==> src/rtl/rr_port_arbiter.sv <==
// rr_port_arbiter: round-robin mover of words from three input RAMs to three output buffers.
// Optional saturating drop counter enabled by defining RR_DROP_COUNT_EN.
module rr_port_arbiter #(
  parameter int ADDR_W = 12,
  parameter int DATA_W = 32
) (
  input  logic              clk,
  input  logic              reset,
  input  logic              en,
  input  logic [ADDR_W-1:0] wr_add1,
  input  logic [ADDR_W-1:0] wr_add2,
  input  logic [ADDR_W-1:0] wr_add3,
  output logic [ADDR_W-1:0] rd_add1,
  output logic [ADDR_W-1:0] rd_add2,
  output logic [ADDR_W-1:0] rd_add3,
  output logic              rden1,
  output logic              rden2,
  output logic              rden3,
  input  logic [DATA_W-1:0] q1,
  input  logic [DATA_W-1:0] q2,
  input  logic [DATA_W-1:0] q3,
  output logic [DATA_W-1:0] out_data,
  output logic              out_wr1,
  output logic              out_wr2,
  output logic              out_wr3,
  input  logic              out_full1,
  input  logic              out_full2,
  input  logic              out_full3,
  output logic              busy,
  output logic [15:0]       drop_count
);
  typedef enum logic [1:0] {IDLE, ISSUE, DELIVER, HOLD} state_t;
  state_t state_q, state_d;
  logic [ADDR_W-1:0] wr [3];
  logic [ADDR_W-1:0] rd_q [3];
  logic [ADDR_W-1:0] rd_d [3];
  logic [1:0] last_q, last_d, sel_q, sel_d, pick, dest;
  logic [1:0] c [3];
  logic [2:0] ne;
  logic [DATA_W-1:0] hold_q, hold_d, out_q, out_d, qs, word;
  logic full, strobe, done, start;
  function automatic logic [1:0] inc3(input logic [1:0] p);
    return p == 2'd2 ? 2'd0 : p + 2'd1;
  endfunction
  assign wr[0] = wr_add1;
  assign wr[1] = wr_add2;
  assign wr[2] = wr_add3;
  // Ports are indexed 0..2 internally; last_q==2 means port 3 was served last.
  always_comb begin
    for (int i = 0; i < 3; i++) ne[i] = rd_q[i] != wr[i];
    c[0] = inc3(last_q);
    c[1] = inc3(c[0]);
    c[2] = inc3(c[1]);
    pick = ne[c[0]] ? c[0] : ne[c[1]] ? c[1] : c[2];
    start = state_q == IDLE && en && |ne;
    qs = sel_q == 2'd0 ? q1 : sel_q == 2'd1 ? q2 : q3;
    word = state_q == DELIVER ? qs : hold_q;
    dest = word[1:0];
    full = dest == 2'd1 ? out_full1 : dest == 2'd2 ? out_full2 : out_full3;
    strobe = (state_q == DELIVER || state_q == HOLD) && dest != 2'd0 && !full;
    done = strobe || (state_q == DELIVER && dest == 2'd0);
    state_d = start ? ISSUE : state_q == ISSUE ? DELIVER :
              (state_q == DELIVER || state_q == HOLD) ? (done ? IDLE : HOLD) : IDLE;
    sel_d = start ? pick : sel_q;
    last_d = done ? sel_q : last_q;
    hold_d = state_q == DELIVER ? qs : hold_q;
    out_d = strobe ? word : out_q;
    for (int i = 0; i < 3; i++) rd_d[i] = rd_q[i] + ADDR_W'(done && sel_q == 2'(i));
  end
  always_ff @(posedge clk or negedge reset) begin
    if (!reset) begin
      state_q <= IDLE;
      last_q  <= 2'd2;
      sel_q   <= 2'd0;
      hold_q  <= '0;
      out_q   <= '0;
      rd_q    <= '{default: '0};
    end else begin
      state_q <= state_d;
      last_q  <= last_d;
      sel_q   <= sel_d;
      hold_q  <= hold_d;
      out_q   <= out_d;
      rd_q    <= rd_d;
    end
  end
  assign rd_add1  = rd_q[0];
  assign rd_add2  = rd_q[1];
  assign rd_add3  = rd_q[2];
  assign rden1    = state_q == ISSUE && sel_q == 2'd0;
  assign rden2    = state_q == ISSUE && sel_q == 2'd1;
  assign rden3    = state_q == ISSUE && sel_q == 2'd2;
  assign out_wr1  = strobe && dest == 2'd1;
  assign out_wr2  = strobe && dest == 2'd2;
  assign out_wr3  = strobe && dest == 2'd3;
  assign out_data = out_d;
  assign busy     = state_q != IDLE;
`ifdef RR_DROP_COUNT_EN
  logic [15:0] drop_q, drop_d;
  always_comb drop_d = (state_q == DELIVER && dest == 2'd0 && drop_q != 16'hFFFF) ? drop_q + 16'd1 : drop_q;
  always_ff @(posedge clk or negedge reset) begin
    if (!reset) drop_q <= '0;
    else drop_q <= drop_d;
  end
  assign drop_count = drop_q;
`else
  assign drop_count = '0;
`endif
endmodule

==> config.mk <==
export PLATFORM = sky130hd
export DESIGN_NAME = rr_port_arbiter
export DESIGN_NICKNAME = d
export VERILOG_FILES = /design/src/rtl/rr_port_arbiter.sv
export SDC_FILE = /design/constraint.sdc
export NUM_CORES = 1
export LEC_CHECK = 0
export BUFFER_PORTS_ARGS = -buffer_cell sky130_fd_sc_hd__buf_2
export CAP_MARGIN = 20
export CORE_MARGIN = 1
export CORE_UTILIZATION = 30
export CTS_CLUSTER_SIZE = 24
export DETAILED_ROUTE_END_ITERATION = 8
export PLACE_DENSITY_LB_ADDON = 0.3
export REMOVE_ABC_BUFFERS = 1
export SYNTH_ARGS = -nofsm -noshare
export SYNTH_HDL_FRONTEND = slang
export SYNTH_SLANG_ARGS = --single-unit
==> constraint.sdc <==
create_clock -name clk -period 2.6 [get_ports clk]
set_input_delay 0.52 -clock clk [delete_from_list [all_inputs] [get_ports clk]]
set_output_delay 0.52 -clock clk [all_outputs]
set_load 0.02 [all_outputs]
==> impl_metrics.ini <==
[run_status]
status = finished, violations left
violations = design-rule violations, negative setup slack

[synth]
ys_async_sr_fraction = 1.000
netlist_instances = 520
synth_cell_types = 40
synthesis.area_mm2 = 0.005582
synth_area_per_cell_um2 = 10.73
synth_warnings = 0
ys_ff_latch = 106
synth-seq-area-share = 0.4755
synth-edff-count = 0
ys.flop_type = dfrtp_1

[timing]
rsz0062_at_grt = true
worstMarginPinSlew_ns = 0.5250
clock_skew_ns = 0.004880
timing.fmax_ghz = 0.3192
hold_ws_ns = 0.1389
slew_violations = 0
finalSetupViolCount = 63
slew_headroom = 0.6500
setup_slack_ns = -0.5331
period_share = 1.205
hold_viol = 0
min_period_ns = 3.133
tns_ns = -20.56

[finish]
final_common_cell = buf_2
drive_gt1_frac = 0.4768
fin_area_mm2 = 0.008119
final-seq-area_mm2 = 0.002656
antenna_cells = 0
multi_input_area_mm2 = 0.003038
final_cell_mix = buf_2, dfrtp_1, buf_4
nNetsFinal = 917
area_growth_pct = 45.46
fill_cells = 1728

[detailed_routing]
postRouteAntennaNets = 0
wl_per_cell_um = 14.29
drc_errors = 24
via_count = 4519
wirelength_mm = 14.37
drt_iter0_drc = 142
firstDrtPassIters = 8
via_per_inst = 4.497

[floorplanning]
ioPinCount = 229
die_w_um = 138.4
start_util = 0.3086
core_area_mm2 = 0.01809
row_count = 49
fp.dieH_um = 138.4
die_area_mm2 = 0.01915

[power_and_ir_drop]
leakage_nw = 4.015
ir_drop_mv = 0.5499
powerDensity_mw_per_mm2 = 1181
fin_total_pwr_mw = 9.591

[grt]
grt-ovfl-total = 0
grt_pass1_wl_mm = 23.47
gr-max-usage-layer = met2
grt_use_met2 = 0.2629
met1_usage = 0.1922
grtUsageTotal = 0.1535
grt_pass1_vias = 4619
met3_usage = 0.03256
grt_max_degree = 49
antenna_found_initial = 0

[setup_path]
max_stage_delay_ns = 0.44
cp.required_ns = 2.08
crit_fanout = 6
startpoint_type = flop
crit_path_end_kind = primary output
cp_num_buf_inv = 2
crit_top_cell = mux2_4
critPathKind = flop to primary output
cp_cell_sequence = mux2_4, a221oi_4, mux2i_1, mux2_4, nand2_8, clkbuf_16, mux2_4, buf_6
cp_top_family = multiplexers
cp_data_arrival_time_ns = 2.61
cp_slowest_cell = dfrtp_2

[clock_network]
ctsHoldBuffers = 0
root_buffer = clkbuf_16
cts_buffers = 9
clk_pin_slew_worst_paths_ns = 0.07
cts_tree = done
htreeDepth = 3
cts_buffer_depth = 2
clk_latency_ns = 0.35
cts_sinks = 106

[place]
place_area_mm2 = 0.007063
place_ws_ns = -0.4714
detailed_place_hpwl_mm = 10.60
io_buffers = 212
place.gp.congestion = 0.7610

[worst_hold_path]
min_path_type = input port to asynchronous set/reset pin

[flow_run]
drv_cap = 0
## per-layer routing
metal / wire (um) / share of wire / up-vias
met2: 7255 / 0.51 / 107
met5: 0 / 0 / -
met1: 6298 / 0.44 / 2147
met3: 618 / 0.043 / 12
met4: 193 / 0.013 / 0
li1: - / - / 2253
## worst paths after layout
kind                            depth (start not counted)  slack (ns)                 start                   end
worst max-delay path                                    8       -0.53  sel_q[0]$_DFFE_PN0P_          out_data[16]
worst min-delay path                                    1        0.14                 reset  rd_add2[8]$_DFF_PN0_
worst max register to register                         13       -0.31  sel_q[0]$_DFFE_PN0P_  rd_add1[9]$_DFF_PN0_
worst min register to register                          2        0.49  hold_q[11]$_DFF_PN0_  hold_q[11]$_DFF_PN0_
max in group asynchronous                               2        1.78                 reset  hold_q[13]$_DFF_PN0_
min in group clk                                        2        0.49  hold_q[11]$_DFF_PN0_  hold_q[11]$_DFF_PN0_
## report_power, final
group	internal (mW)	switching, mW	total, mW
sequential	2.26	0.365	2.63
combinational	2.80	2.76	5.56
clock	0.799	0.606	1.40
total	5.86	3.73	9.59
## registers in the layout (all words and copies together), names as in the netlist
name,cells
state_q,2
sel_q,2
last_q,2
rd_add2,12
hold_q,32
rd_add3,12
rd_add1,12
out_q,32
## kinds of logic after synthesis
| kind of cell | after synthesis | share of synthesized area |
|---|---|---|
| xor+xnor | 66 | 0.1036 |
| mux | 67 | 0.1486 |
| flops | 106 | 0.4755 |
| simple gates | 147 | 0.1215 |
| buf+inv | 48 | 0.05313 |
| compound gates | 77 | 0.07913 |
| other cells | 1 | 0.0006718 |
| fa+ha+maj | 8 | 0.01793 |
## cells in the mapped netlist (all sizes together), types with 8 or more instances
cell / instances / area [um^2]
mux2: 34 / 499.2
xor2: 24 / 210.2
nand2: 39 / 153.9
buf: 25 / 210.2
xnor2: 42 / 367.9
o21ai: 34 / 181.4
dfrtp: 105 / 2628
a21oi: 34 / 170.2
ha: 8 / 100.1
nor2: 50 / 187.7
mux2i: 33 / 330.3
clkbuf: 16 / 60.06
nand3: 20 / 100.1
and3: 9 / 56.30
## final cells by class
class	instances	share of cell area
multi-input cells	381	0.3742
flip-flops and latches	106	0.3272
repair buffers	266	0.2224
well taps	229	0.03529
clock buffers	12	0.03159
clock inverters	4	0.006164
inverters	7	0.003236
## per-stage QoR
| stage | utilization | cells |
|---|---|---|
| floorplan | - | 494 |
| global placement | 0.3905 | 972 |
| detailed placement | 0.3905 | 972 |
| CTS | 0.4383 | 998 |
| global route | 0.4489 | 1005 |
| finish | 0.4489 | 1005 |
## what timing repair did
item	CTS	global route
gates resized for setup	120	23
pin swaps	23	10
setup endpoints to repair	66	71
hold endpoints to repair	0	0
gates cloned	0	2
setup buffers	11	6
Power figures use the tool's default switching activity.
